[src/rtl/pattern_scan_pkg.sv]
// Shared types and helpers for the serial pattern-scan sequencer.
package pattern_scan_pkg;

   localparam int unsigned MAX_LEN_DEF = 8;
   localparam int unsigned LEN_W       = 4;

   typedef enum logic [1:0] {
      IDLE = 2'd0,
      FILL = 2'd1,
      RUN  = 2'd2
   } state_e;

   // Never returns less than 1 so tiny counters still get a real bit.
   function automatic int unsigned clog2(input int unsigned v);
      int unsigned r;
      r = 1;
      while ((32'd1 << r) < v) r++;
      return r;
   endfunction

   function automatic logic [LEN_W-1:0] clamp_len(
      input logic [LEN_W-1:0] len,
      input int unsigned      max_len
   );
      if (len < LEN_W'(2)) return LEN_W'(2);
      if (32'(len) > max_len) return LEN_W'(max_len);
      return len;
   endfunction

endpackage

[src/rtl/pattern_scan_if.sv]
// Control/status bundle between the button front end and the scan sequencer.
interface pattern_scan_if
   import pattern_scan_pkg::*;
#(
   parameter int unsigned MAX_LEN = MAX_LEN_DEF,
   parameter int unsigned CNT_W   = 8
);

   logic               bit_in;
   logic               start;
   logic               stop;
   logic [LEN_W-1:0]   pat_len;
   logic [MAX_LEN-1:0] pat_val;
   logic               overlap;
   logic               sample_stb;
   logic               busy;
   logic [MAX_LEN-1:0] shift_q;
   logic               match;
   logic               det_led;
   logic [CNT_W-1:0]   match_cnt;

   modport master (
      output bit_in,
      output start,
      output stop,
      output pat_len,
      output pat_val,
      output overlap,
      input  sample_stb,
      input  busy,
      input  shift_q,
      input  match,
      input  det_led,
      input  match_cnt
   );

   modport slave (
      input  bit_in,
      input  start,
      input  stop,
      input  pat_len,
      input  pat_val,
      input  overlap,
      output sample_stb,
      output busy,
      output shift_q,
      output match,
      output det_led,
      output match_cnt
   );

endinterface

[src/rtl/tick_gen.sv]
// Sample-strobe generator: one-cycle pulse every TICK_DIV clocks while enabled.
module tick_gen
   import pattern_scan_pkg::*;
#(
   parameter int unsigned TICK_DIV = 25_000_000
) (
   input  logic clk,
   input  logic rst,
   input  logic clr,
   input  logic en,
   output logic stb
);

   localparam int unsigned   CW   = clog2(TICK_DIV);
   localparam logic [CW-1:0] LAST = CW'(TICK_DIV - 1);

   logic [CW-1:0] cnt_q;
   logic [CW-1:0] cnt_d;

   always_comb begin
      cnt_d = cnt_q;
      if (clr) begin
         cnt_d = '0;
      end else if (en) begin
         cnt_d = (cnt_q == LAST) ? '0 : cnt_q + CW'(1);
      end
   end

   always_ff @(posedge clk) begin
      if (rst) begin
         cnt_q <= '0;
      end else begin
         cnt_q <= cnt_d;
      end
   end

   // An abort in the strobe cycle suppresses the sample.
   assign stb = en && !clr && (cnt_q == LAST);

endmodule

[src/rtl/pattern_scan_ctrl.sv]
// Serial pattern-detection sequencer: strobe-sampled history, compare, hold LED.
module pattern_scan_ctrl
   import pattern_scan_pkg::*;
#(
   parameter int unsigned TICK_DIV   = 25_000_000,
   parameter int unsigned MAX_LEN    = MAX_LEN_DEF,
   parameter int unsigned HOLD_TICKS = 2,
   parameter int unsigned CNT_W      = 8
) (
   input  logic           clk,
   input  logic           rst,
   pattern_scan_if.slave  bus
);

   localparam int unsigned FW = clog2(MAX_LEN + 1);
   localparam int unsigned HW = clog2(HOLD_TICKS + 1);

   state_e             state_q;
   state_e             state_d;
   logic [FW-1:0]      fill_q;
   logic [FW-1:0]      fill_d;
   logic [HW-1:0]      hold_q;
   logic [HW-1:0]      hold_d;
   logic [MAX_LEN-1:0] sh_q;
   logic [MAX_LEN-1:0] sh_d;
   logic [MAX_LEN-1:0] pat_q;
   logic [MAX_LEN-1:0] pat_d;
   logic [LEN_W-1:0]   len_q;
   logic [LEN_W-1:0]   len_d;
   logic               ovl_q;
   logic               ovl_d;
   logic               match_q;
   logic               match_d;
   logic               led_q;
   logic               led_d;
   logic [CNT_W-1:0]   cnt_q;
   logic [CNT_W-1:0]   cnt_d;

   logic               busy;
   logic               stb;
   logic               tick_clr;
   logic               cmp;
   logic               hit;
   logic               fill_last;
   logic [MAX_LEN-1:0] new_sh;
   logic [MAX_LEN-1:0] mask;

   assign busy     = (state_q != IDLE);
   assign tick_clr = bus.stop | ((state_q == IDLE) & bus.start);

   tick_gen #(
      .TICK_DIV (TICK_DIV)
   ) u_tick (
      .clk (clk),
      .rst (rst),
      .clr (tick_clr),
      .en  (busy),
      .stb (stb)
   );

   always_comb begin
      new_sh = {sh_q[MAX_LEN-2:0], bus.bit_in};
      mask   = '0;
      for (int i = 0; i < int'(MAX_LEN); i++) begin
         mask[i] = (i < int'(len_q));
      end
      hit       = ((new_sh ^ pat_q) & mask) == '0;
      fill_last = (fill_q == FW'(len_q - LEN_W'(1)));
   end

   always_comb begin
      state_d = state_q;
      fill_d  = fill_q;
      hold_d  = hold_q;
      sh_d    = sh_q;
      pat_d   = pat_q;
      len_d   = len_q;
      ovl_d   = ovl_q;
      match_d = 1'b0;
      led_d   = led_q;
      cnt_d   = cnt_q;
      cmp     = 1'b0;

      if (bus.stop) begin
         state_d = IDLE;
         fill_d  = '0;
         hold_d  = '0;
         led_d   = 1'b0;
         sh_d    = '0;
      end else begin
         unique case (state_q)
            IDLE: begin
               if (bus.start) begin
                  len_d   = clamp_len(bus.pat_len, MAX_LEN);
                  pat_d   = bus.pat_val;
                  ovl_d   = bus.overlap;
                  fill_d  = '0;
                  sh_d    = '0;
                  state_d = FILL;
               end
            end
            FILL: begin
               if (stb) begin
                  sh_d   = new_sh;
                  fill_d = fill_q + FW'(1);
                  if (fill_last) begin
                     cmp     = 1'b1;
                     state_d = RUN;
                  end
               end
            end
            RUN: begin
               if (stb) begin
                  sh_d = new_sh;
                  cmp  = 1'b1;
               end
            end
            default: state_d = IDLE;
         endcase

         if (cmp && hit) begin
            match_d = 1'b1;
            led_d   = 1'b1;
            hold_d  = HW'(HOLD_TICKS);
            if (cnt_q != '1) cnt_d = cnt_q + CNT_W'(1);
            // Non-overlapping mode restarts the window from scratch.
            if (!ovl_q) begin
               fill_d  = '0;
               state_d = FILL;
            end
         end else if (stb && (hold_q != '0)) begin
            hold_d = hold_q - HW'(1);
            if (hold_q == HW'(1)) led_d = 1'b0;
         end
      end
   end

   always_ff @(posedge clk) begin
      if (rst) begin
         state_q <= IDLE;
         fill_q  <= '0;
         hold_q  <= '0;
         sh_q    <= '0;
         pat_q   <= '0;
         len_q   <= '0;
         ovl_q   <= 1'b0;
         match_q <= 1'b0;
         led_q   <= 1'b0;
         cnt_q   <= '0;
      end else begin
         state_q <= state_d;
         fill_q  <= fill_d;
         hold_q  <= hold_d;
         sh_q    <= sh_d;
         pat_q   <= pat_d;
         len_q   <= len_d;
         ovl_q   <= ovl_d;
         match_q <= match_d;
         led_q   <= led_d;
         cnt_q   <= cnt_d;
      end
   end

   assign bus.sample_stb = stb;
   assign bus.busy       = busy;
   assign bus.shift_q    = sh_q;
   assign bus.match      = match_q;
   assign bus.det_led    = led_q;
   assign bus.match_cnt  = cnt_q;

endmodule
[src/flat_wrapper.sv]
// flat-port wrapper written by rule: the top's interface ports become plain ports
module pattern_scan_ctrl_flat import pattern_scan_pkg::*;
#(
   parameter int unsigned TICK_DIV   = 25_000_000,
   parameter int unsigned MAX_LEN    = MAX_LEN_DEF,
   parameter int unsigned HOLD_TICKS = 2,
   parameter int unsigned CNT_W      = 8
)
  (clk, rst, bus_bit_in, bus_start, bus_stop, bus_pat_len, bus_pat_val, bus_overlap, bus_sample_stb, bus_busy, bus_shift_q, bus_match, bus_det_led, bus_match_cnt);
  pattern_scan_if #(.MAX_LEN(MAX_LEN), .CNT_W(CNT_W)) bus_i ();
  input  logic clk;
  input  logic rst;
  input wire logic [$bits(bus_i.bit_in)-1:0] bus_bit_in;
  input wire logic [$bits(bus_i.start)-1:0] bus_start;
  input wire logic [$bits(bus_i.stop)-1:0] bus_stop;
  input wire logic [$bits(bus_i.pat_len)-1:0] bus_pat_len;
  input wire logic [$bits(bus_i.pat_val)-1:0] bus_pat_val;
  input wire logic [$bits(bus_i.overlap)-1:0] bus_overlap;
  output wire logic [$bits(bus_i.sample_stb)-1:0] bus_sample_stb;
  output wire logic [$bits(bus_i.busy)-1:0] bus_busy;
  output wire logic [$bits(bus_i.shift_q)-1:0] bus_shift_q;
  output wire logic [$bits(bus_i.match)-1:0] bus_match;
  output wire logic [$bits(bus_i.det_led)-1:0] bus_det_led;
  output wire logic [$bits(bus_i.match_cnt)-1:0] bus_match_cnt;
  assign bus_i.bit_in = bus_bit_in;
  assign bus_i.start = bus_start;
  assign bus_i.stop = bus_stop;
  assign bus_i.pat_len = bus_pat_len;
  assign bus_i.pat_val = bus_pat_val;
  assign bus_i.overlap = bus_overlap;
  assign bus_sample_stb = bus_i.sample_stb;
  assign bus_busy = bus_i.busy;
  assign bus_shift_q = bus_i.shift_q;
  assign bus_match = bus_i.match;
  assign bus_det_led = bus_i.det_led;
  assign bus_match_cnt = bus_i.match_cnt;
  pattern_scan_ctrl #(.TICK_DIV(TICK_DIV), .MAX_LEN(MAX_LEN), .HOLD_TICKS(HOLD_TICKS), .CNT_W(CNT_W)) u_core (.clk(clk), .rst(rst), .bus(bus_i));
endmodule
[config.mk]
export PLATFORM = sky130hd
export DESIGN_NAME = pattern_scan_ctrl_flat
export DESIGN_NICKNAME = d
export VERILOG_FILES = /design/src/rtl/pattern_scan_pkg.sv /design/src/rtl/pattern_scan_if.sv /design/src/rtl/tick_gen.sv /design/src/rtl/pattern_scan_ctrl.sv /design/src/flat_wrapper.sv
export SDC_FILE = /design/constraint.sdc
export NUM_CORES = 1
export LEC_CHECK = 0
export CELL_PAD_IN_SITES_DETAIL_PLACEMENT = 1
export CELL_PAD_IN_SITES_GLOBAL_PLACEMENT = 1
export CORE_MARGIN = 2
export CORE_UTILIZATION = 40
export CTS_BUF_LIST = sky130_fd_sc_hd__clkbuf_16
export DETAILED_ROUTE_END_ITERATION = 6
export DONT_BUFFER_PORTS = 1
export GPL_TIMING_DRIVEN = 0
export PLACE_DENSITY = 0.73
export SKIP_LAST_GASP = 1
export SYNTH_ARGS = -nofsm -noshare
export SYNTH_HDL_FRONTEND = slang
export SYNTH_SLANG_ARGS = --single-unit
[constraint.sdc]
create_clock -name clk -period 3.8 [get_ports clk]
set_input_delay 0.19 -clock clk [delete_from_list [all_inputs] [get_ports clk]]
set_output_delay 0.19 -clock clk [all_outputs]
set_load 0.02 [all_outputs]
==> Yosys cells after proc, flatten, opt, wreduce, memory -nomap -nowiden <==
Cells that the tools add are included.
{ "totals": {"register_bits": 64, "latchBits": 0, "ramBits": 0, "rom_bits": 0, "in_bits": 18, "output_inout_bits": 20, "elab_cells": 99, "mem_count": 0} }
{ "classes": {"add_sub_neg": 5, "multipliers": 0, "div_mod_pow": 0, "n_lt_le_gt_ge": 10, "eq_ne": 8, "shifts": 0, "mux": 39, "bitwise_logic": 5, "reduce_logical": 20} }
{ "op_table": {"columns": ["cell", "n"], "rows": [
  ["2-to-1 mux 4 bit", 8],
  ["adder 25 x 1 -> 25 bit, second input constant", 1],
  ["equality test 25 bit, second input constant", 1],
  ["2-to-1 mux 25 bit", 1],
  ["2-to-1 mux 1 bit", 17],
  ["< comparator 3 x 4 -> 1 bit, first input constant", 4],
  ["2-to-1 mux 8 bit", 2],
  ["one-hot mux 8 bit (2 select lines)", 1],
  ["2-to-1 mux 2 bit", 7],
  ["nonzero test 2 bit", 5],
  ["AND reduction 3 bit", 3],
  ["adder 8 x 1 -> 8 bit, second input constant", 1],
  ["AND 8 bit", 1],
  ["logical NOT 8 bit", 1],
  ["< comparator 1 x 4 -> 1 bit, first input constant", 2],
  ["< comparator 2 x 4 -> 1 bit, first input constant", 2],
  ["inequality test 8 bit, second input constant", 1],
  ["one-hot mux 4 bit (2 select lines)", 1],
  ["XOR 8 bit", 1],
  ["one-hot mux 2 bit (3 select lines)", 1],
  ["OR reduction 2 bit", 3],
  ["adder 4 x 1 -> 4 bit, second input constant", 1],
  ["equality test 2 x 1 -> 1 bit, second input constant", 2],
  ["equality test 4 bit", 1],
  ["16 further kinds", 19]
]} }

==> Logic depth before layout (Yosys ltp) <==
{ "depth": {"depth_word": 12, "ltp_mapped": 12, "ltp_nobuf": 10} }

==> By module <==
From an unflattened synthesis, not the netlist that was laid out.
{ "hier_totals": {"hier_cells": 387, "hier_area_um2": 3236.9} }
{ "by_module_without_submodules": {"columns": ["mod", "instances", "cells_per_inst", "area_per_inst_um2", "seq_area_each_um2"], "rows": [
  ["pattern_scan_ctrl", 1, 246, 2010.7, 780.7],
  ["tick_gen", 1, 141, 1226.2, 500.5]
]} }

==> Worst setup path before layout <==
No wires, ideal clock.
{ "synth_timing": {"path_type": "flip-flop to flip-flop", "startpoint": "reg u_core.state_q[0]", "endpoint": "reg u_core.cnt_q[5], in the netlist u_core.bus.match_cnt[5]", "setup_time_ns": 0.070, "arrival_time_ns": 2.529, "required_time_ns": 3.730, "slack_ns": 1.200, "path_stages_with_launch": 13, "path_buffers": 2, "synth_period_minus_slack_ns": 2.600, "path_cell_list": "dfxtp_1 -> inv_1 -> ha_1 -> clkbuf_1 -> and4b_1 -> nand2_1 -> nor2_1 -> nand3b_1 -> inv_2 -> nand2_1 -> clkbuf_1 -> or4_1 -> a21oi_1"} }
{ "synth_between": {"elab_chain_cells": 11, "elab_cells_between_ends": 15, "cone_classes": "2 x eq/ne; 4 x mux; 2 x bitwise; 7 x reduce/logical"} }
{ "synth_rtl": {"columns": ["element", "line", "text"], "rows": [
  ["start, declared", "pattern_scan_ctrl.sv:18", "state_e state_q;"],
  ["start signal, assigned", "pattern_scan_ctrl.sv:151", "state_q <= state_d;"],
  ["logical NOT 2 bit", "pattern_scan_ctrl.sv:49", "assign tick_clr = bus.stop | ((state_q == IDLE) & bus.start);"],
  ["AND 1 bit", "pattern_scan_ctrl.sv:49", null],
  ["OR 1 bit", "pattern_scan_ctrl.sv:49", null],
  ["logical NOT 1 bit", "tick_gen.sv:38", "assign stb = en && !clr && (cnt_q == LAST);"],
  ["logical AND 1 bit * (2 in series)", "tick_gen.sv:38", null],
  ["named net bus_sample_stb", "flat_wrapper.sv:19", "output wire logic [$bits(bus_i.sample_stb)-1:0] bus_sample_stb;"],
  ["2-to-1 mux 1 bit (on tied branches)", "pattern_scan_ctrl.sv:113, pattern_scan_ctrl.sv:103", null],
  ["one-hot mux 1 bit (2 select lines) *", "pattern_scan_ctrl.sv:91", "unique case (state_q)"],
  ["2-to-1 mux 1 bit *", "pattern_scan_ctrl.sv:84", "if (bus.stop) begin"],
  ["logical AND 1 bit *", "pattern_scan_ctrl.sv:121", "if (cmp && hit) begin"],
  ["AND reduction 3 bit (no line) *", null, null],
  ["end signal, assigned", "pattern_scan_ctrl.sv:160", "cnt_q <= cnt_d;"],
  ["end, declared", "pattern_scan_ctrl.sv:36", "logic [CNT_W-1:0] cnt_q;"]
]} }
The timed path passes the listed nets; every way through them passes the cells marked *. The select of a mux whose other input is x is not followed.
A chain may end at the register's enable or synchronous reset.

==> Worst setup path in the final report <==
{ "layout_timing": {"startpoint": "reg u_core.len_q[1]", "endpoint": "reg u_core.state_q[1]"} }
{ "layout_between": {"elab_chain_cells": 8, "elab_cells_between_ends": 22, "cone_classes": "1 x add/sub; 8 x order compare; 1 x eq/ne; 9 x mux; 1 x bitwise; 2 x reduce/logical"} }
{ "layout_rtl": {"columns": ["element", "line", "text"], "rows": [
  ["start, declared", "pattern_scan_ctrl.sv:28", "logic [LEN_W-1:0] len_q;"],
  ["start signal, assigned", "pattern_scan_ctrl.sv:156", "len_q <= len_d;"],
  ["subtractor 4 x 1 -> 4 bit", "pattern_scan_ctrl.sv:68", "fill_last = (fill_q == FW'(len_q - LEN_W'(1)));"],
  ["equality test 4 bit", "pattern_scan_ctrl.sv:68", null],
  ["2-to-1 mux 1 bit", "pattern_scan_ctrl.sv:106", "if (fill_last) begin"],
  ["2-to-1 mux 1 bit", "pattern_scan_ctrl.sv:103", "if (stb) begin"],
  ["one-hot mux 1 bit (2 select lines)", "pattern_scan_ctrl.sv:91", null],
  ["2-to-1 mux 1 bit", "pattern_scan_ctrl.sv:84", null],
  ["logical AND 1 bit", "pattern_scan_ctrl.sv:121", null],
  ["2-to-1 mux 2 bit *", "pattern_scan_ctrl.sv:121", null]
]} }
Every way passes the cells marked *; elsewhere a longest branch is shown, timed or not. The select of a mux whose other input is x is not followed.

==> impl_metrics.env <==
export IMPL_status="complete, no violations"
export IMPL_syn_area_per_cell_sq_um=8.33
export IMPL_first_pass_iters=4
export IMPL_design_core_area_sq_mm=0.00777
export IMPL_antenna_found_initial=0
export IMPL_cp_top_family="compound AO/OA/AOI/OAI gates"
export IMPL_cp_slowest_stage_delay_ps=660
export IMPL_wirelength_um=8160
export IMPL_reg2regPathDepth=9
export IMPL_overflow=0
export IMPL_cts_buffer_depth=2
export IMPL_cp_max_fo=10
export IMPL_crit_chain="inv_1 > ha_1 > nor2_1 > a22o_1 > a2111oi_0 > o211ai_1 > clkbuf_1 > o31ai_1 > nor3_1"
export IMPL_r2r_end="u_core.state_q[1]"
export IMPL_drv_cap=0
export IMPL_cts_resized_gates=0
export IMPL_die_w_um=93.8
export IMPL_syn_nets=418
export IMPL_syn_cell_area_sq_mm=0.00322
export IMPL_p_comb_frac=0.049
export IMPL_dp_hpwl_um=5890
export IMPL_ios=38
export IMPL_required_ps=3980
export IMPL_place_gp_congestion=0.819
export IMPL_ys_ff_latch=64
export IMPL_power_density_mw_per_mm2=449
export IMPL_worstSkewPairLatency_ps=330
export IMPL_placed_area_sq_mm=0.00335
export IMPL_final_nets=438
export IMPL_slowest_stage="a2111oi_0"
export IMPL_dieArea_sq_mm=0.00879
export IMPL_drc=0
export IMPL_dieHeight_um=93.8
export IMPL_arrival_ps=3370
export IMPL_rows=32
export IMPL_yosys_most_used_dff="dfxtp_1"
export IMPL_drive_gt1_frac=0.0631
export IMPL_diodes=0
export IMPL_synthXorXnorAreaFrac=0.107
export IMPL_hp_class="in2reg"
export IMPL_hold_end="u_core.ovl_q"
export IMPL_synth_top_family_by_area="simple AND/OR/NAND/NOR gates"
export IMPL_rrSetupSlack_ps=610
export IMPL_fin_crit_sh=0.839
export IMPL_grt_pass1_wl_um=13600
export IMPL_ctsRootBufferMaster="clkbuf_16"
export IMPL_power_leakage_nw=1.36
export IMPL_tightestPinTransition_ps=723
export IMPL_cp_num_buf_inv=2
export IMPL_synthMuxAreaShare=0.0101
export IMPL_yosysUniqueCellTypes=52
export IMPL_yosysSeqAreaShare=0.397
export IMPL_finalSetupViolCount=0
export IMPL_final_cell_mix="dfxtp_1 (64), nand2_1 (41), nor2_1 (40)"
export IMPL_ys_async_sr_fraction=0
export IMPL_yosysWarningCount=0
export IMPL_cts_sinks=64
export IMPL_cts_hold_buf=9
export IMPL_final_common_cell="dfxtp_1"
export IMPL_numCtsBuffers=9
export IMPL_cts_tree="yes"
export IMPL_syn_inst=387
export IMPL_grt_usage=0.197
export IMPL_synthAdderAreaFrac=0.0504
export IMPL_ant_nets=0
export IMPL_worst_ir_drop_vdd_mv=0.222
export IMPL_p_sw_uw=353
export IMPL_end_kind="register"
export IMPL_path_clk_slew_ps=50
export IMPL_synth_compound_area_frac=0.128
export IMPL_h_tree_depth=3
export IMPL_path_class="reg2reg"
export IMPL_r2r_start="u_core.len_q[1]"
export IMPL_sequentialPowerShare=0.403
export IMPL_syn_to_final_growth_pct=17.2
export IMPL_grt_start_max_net_pins=12
export IMPL_fin_crit_ps=3190
export IMPL_rsz0062_at_grt="false"
export IMPL_fin_area_sq_mm=0.00378
export IMPL_intPower_mw=1.34
export IMPL_wl_per_cell_um=15.9
export IMPL_start_util=0.415
export IMPL_fmax_ghz=0.314
export IMPL_fillers=935
export IMPL_yosys_area_share_simple=0.268
export IMPL_max_slew_margin=0.505
export IMPL_pwr_share_clk=0.548
export IMPL_grt_pass1_vias=2811
export IMPL_vias=2768
export IMPL_utilization=0.486
export IMPL_tns_ps=0
export IMPL_synth_edf_count=0
export IMPL_via_per_inst=5.39
export IMPL_fin_skew_ps=9.69
export IMPL_min_from="bus_overlap"
export IMPL_whs_path_depth=2
export IMPL_portBuffers=0
export IMPL_drt_initial_drc_count=51
export IMPL_cts_setup_buffers=0
export IMPL_critPathLaunchType="register"
export IMPL_p_sw_frac=0.208
export IMPL_slew_viol_final=0
export IMPL_hold_viol=0
[routing by layer]
layer | global-route usage | wire [um] | vias to the layer above
met4 | 0.0737 | 126 | 0
met1 | 0.236 | 3700 | 1328
met3 | 0.0530 | 312 | 11
met5 | 0 | 0 | -
met2 | 0.336 | 4020 | 37
li1 | - | - | 1392
[kinds of logic after synthesis]
logic type | count (synthesis)
adder cells (fa/ha/maj) | 13
AND/OR/NAND/NOR | 172
AO/OA/AOI/OAI | 64
multiplexers | 3
buffers and inverters | 33
flip-flops | 64
XOR/XNOR | 38
[synth_stat cells, drive strengths merged, types with 5 or more instances]
cell type | number | area share
a211oi | 5 | 0.016
dfxtp | 64 | 0.40
nor3 | 8 | 0.012
and3 | 10 | 0.020
a21oi | 35 | 0.054
nor2 | 40 | 0.047
xnor2 | 13 | 0.035
or4 | 7 | 0.016
inv | 16 | 0.019
nand3 | 29 | 0.045
o31ai | 9 | 0.021
ha | 13 | 0.050
nor2b | 5 | 0.0097
clkbuf | 17 | 0.020
xor2 | 24 | 0.065
nand4 | 8 | 0.016
nand2 | 41 | 0.048
[sequential cells by signal, summed over array words and instances (netlist names), 2 cells and up]
signal / count
u_core.len_q: 4
u_core.bus.match_cnt: 8
u_core.u_tick.cnt_q: 25
u_core.pat_q: 8
u_core.state_q: 2
u_core.hold_q: 2
u_core.fill_q: 4
u_core.bus.shift_q: 8
[power groups by stage]
| stage | registers (mW) | clock network, mW | logic (mW) |
|---|---|---|---|
| 5_1_grt | 0.685 | 0.981 | 0.0933 |
| 4_1_cts | 0.684 | 0.955 | 0.0831 |
| 2_1_floorplan | 0.697 | 0 | 0.0574 |
| 3_5_place_dp | 0.699 | 0 | 0.0749 |
| 6_report | 0.685 | 0.930 | 0.0830 |
| 3_3_place_gp | 0.699 | 0 | 0.0728 |
[final cells by class]
type / count / area (sq um) / share of cell area
buffer: 17 / 65.1 / 0.0172
clock buffer: 9 / 225 / 0.0596
clock inverter: 7 / 110 / 0.0291
inverter: 16 / 60.1 / 0.0159
multi-input combinational: 290 / 1820 / 0.481
sequential: 64 / 1280 / 0.339
tap: 102 / 128 / 0.0338
timing repair buffer: 9 / 90.1 / 0.0238
[worst max path at each step]
stage               cells after the start  slack (ps)              start                       to
CTS                                     9         620    u_core.len_q[0]        u_core.state_q[1]
global placement                        9         690    u_core.len_q[0]        u_core.state_q[1]
global route                            9         330    u_core.len_q[1]        u_core.state_q[1]
detailed placement                      9         620    u_core.len_q[0]        u_core.state_q[1]
floorplan                              12        1200  u_core.state_q[0]  u_core.bus.match_cnt[5]
finish                                  9         610    u_core.len_q[1]        u_core.state_q[1]
[stage by stage]
stage / power [mW] / instances / hold slack, ps / setup WS, ps
2_1_floorplan: 0.755 / 387 / 326 / 1200
3_3_place_gp: 0.772 / 489 / 331 / 689
3_5_place_dp: 0.774 / 489 / 334 / 618
4_1_cts: 1.72 / 514 / 1.25 / 623
5_1_grt: 1.76 / 514 / 32.4 / 330
6_report: 1.70 / 514 / 8.91 / 612
Power figures use the tool's default switching activity.
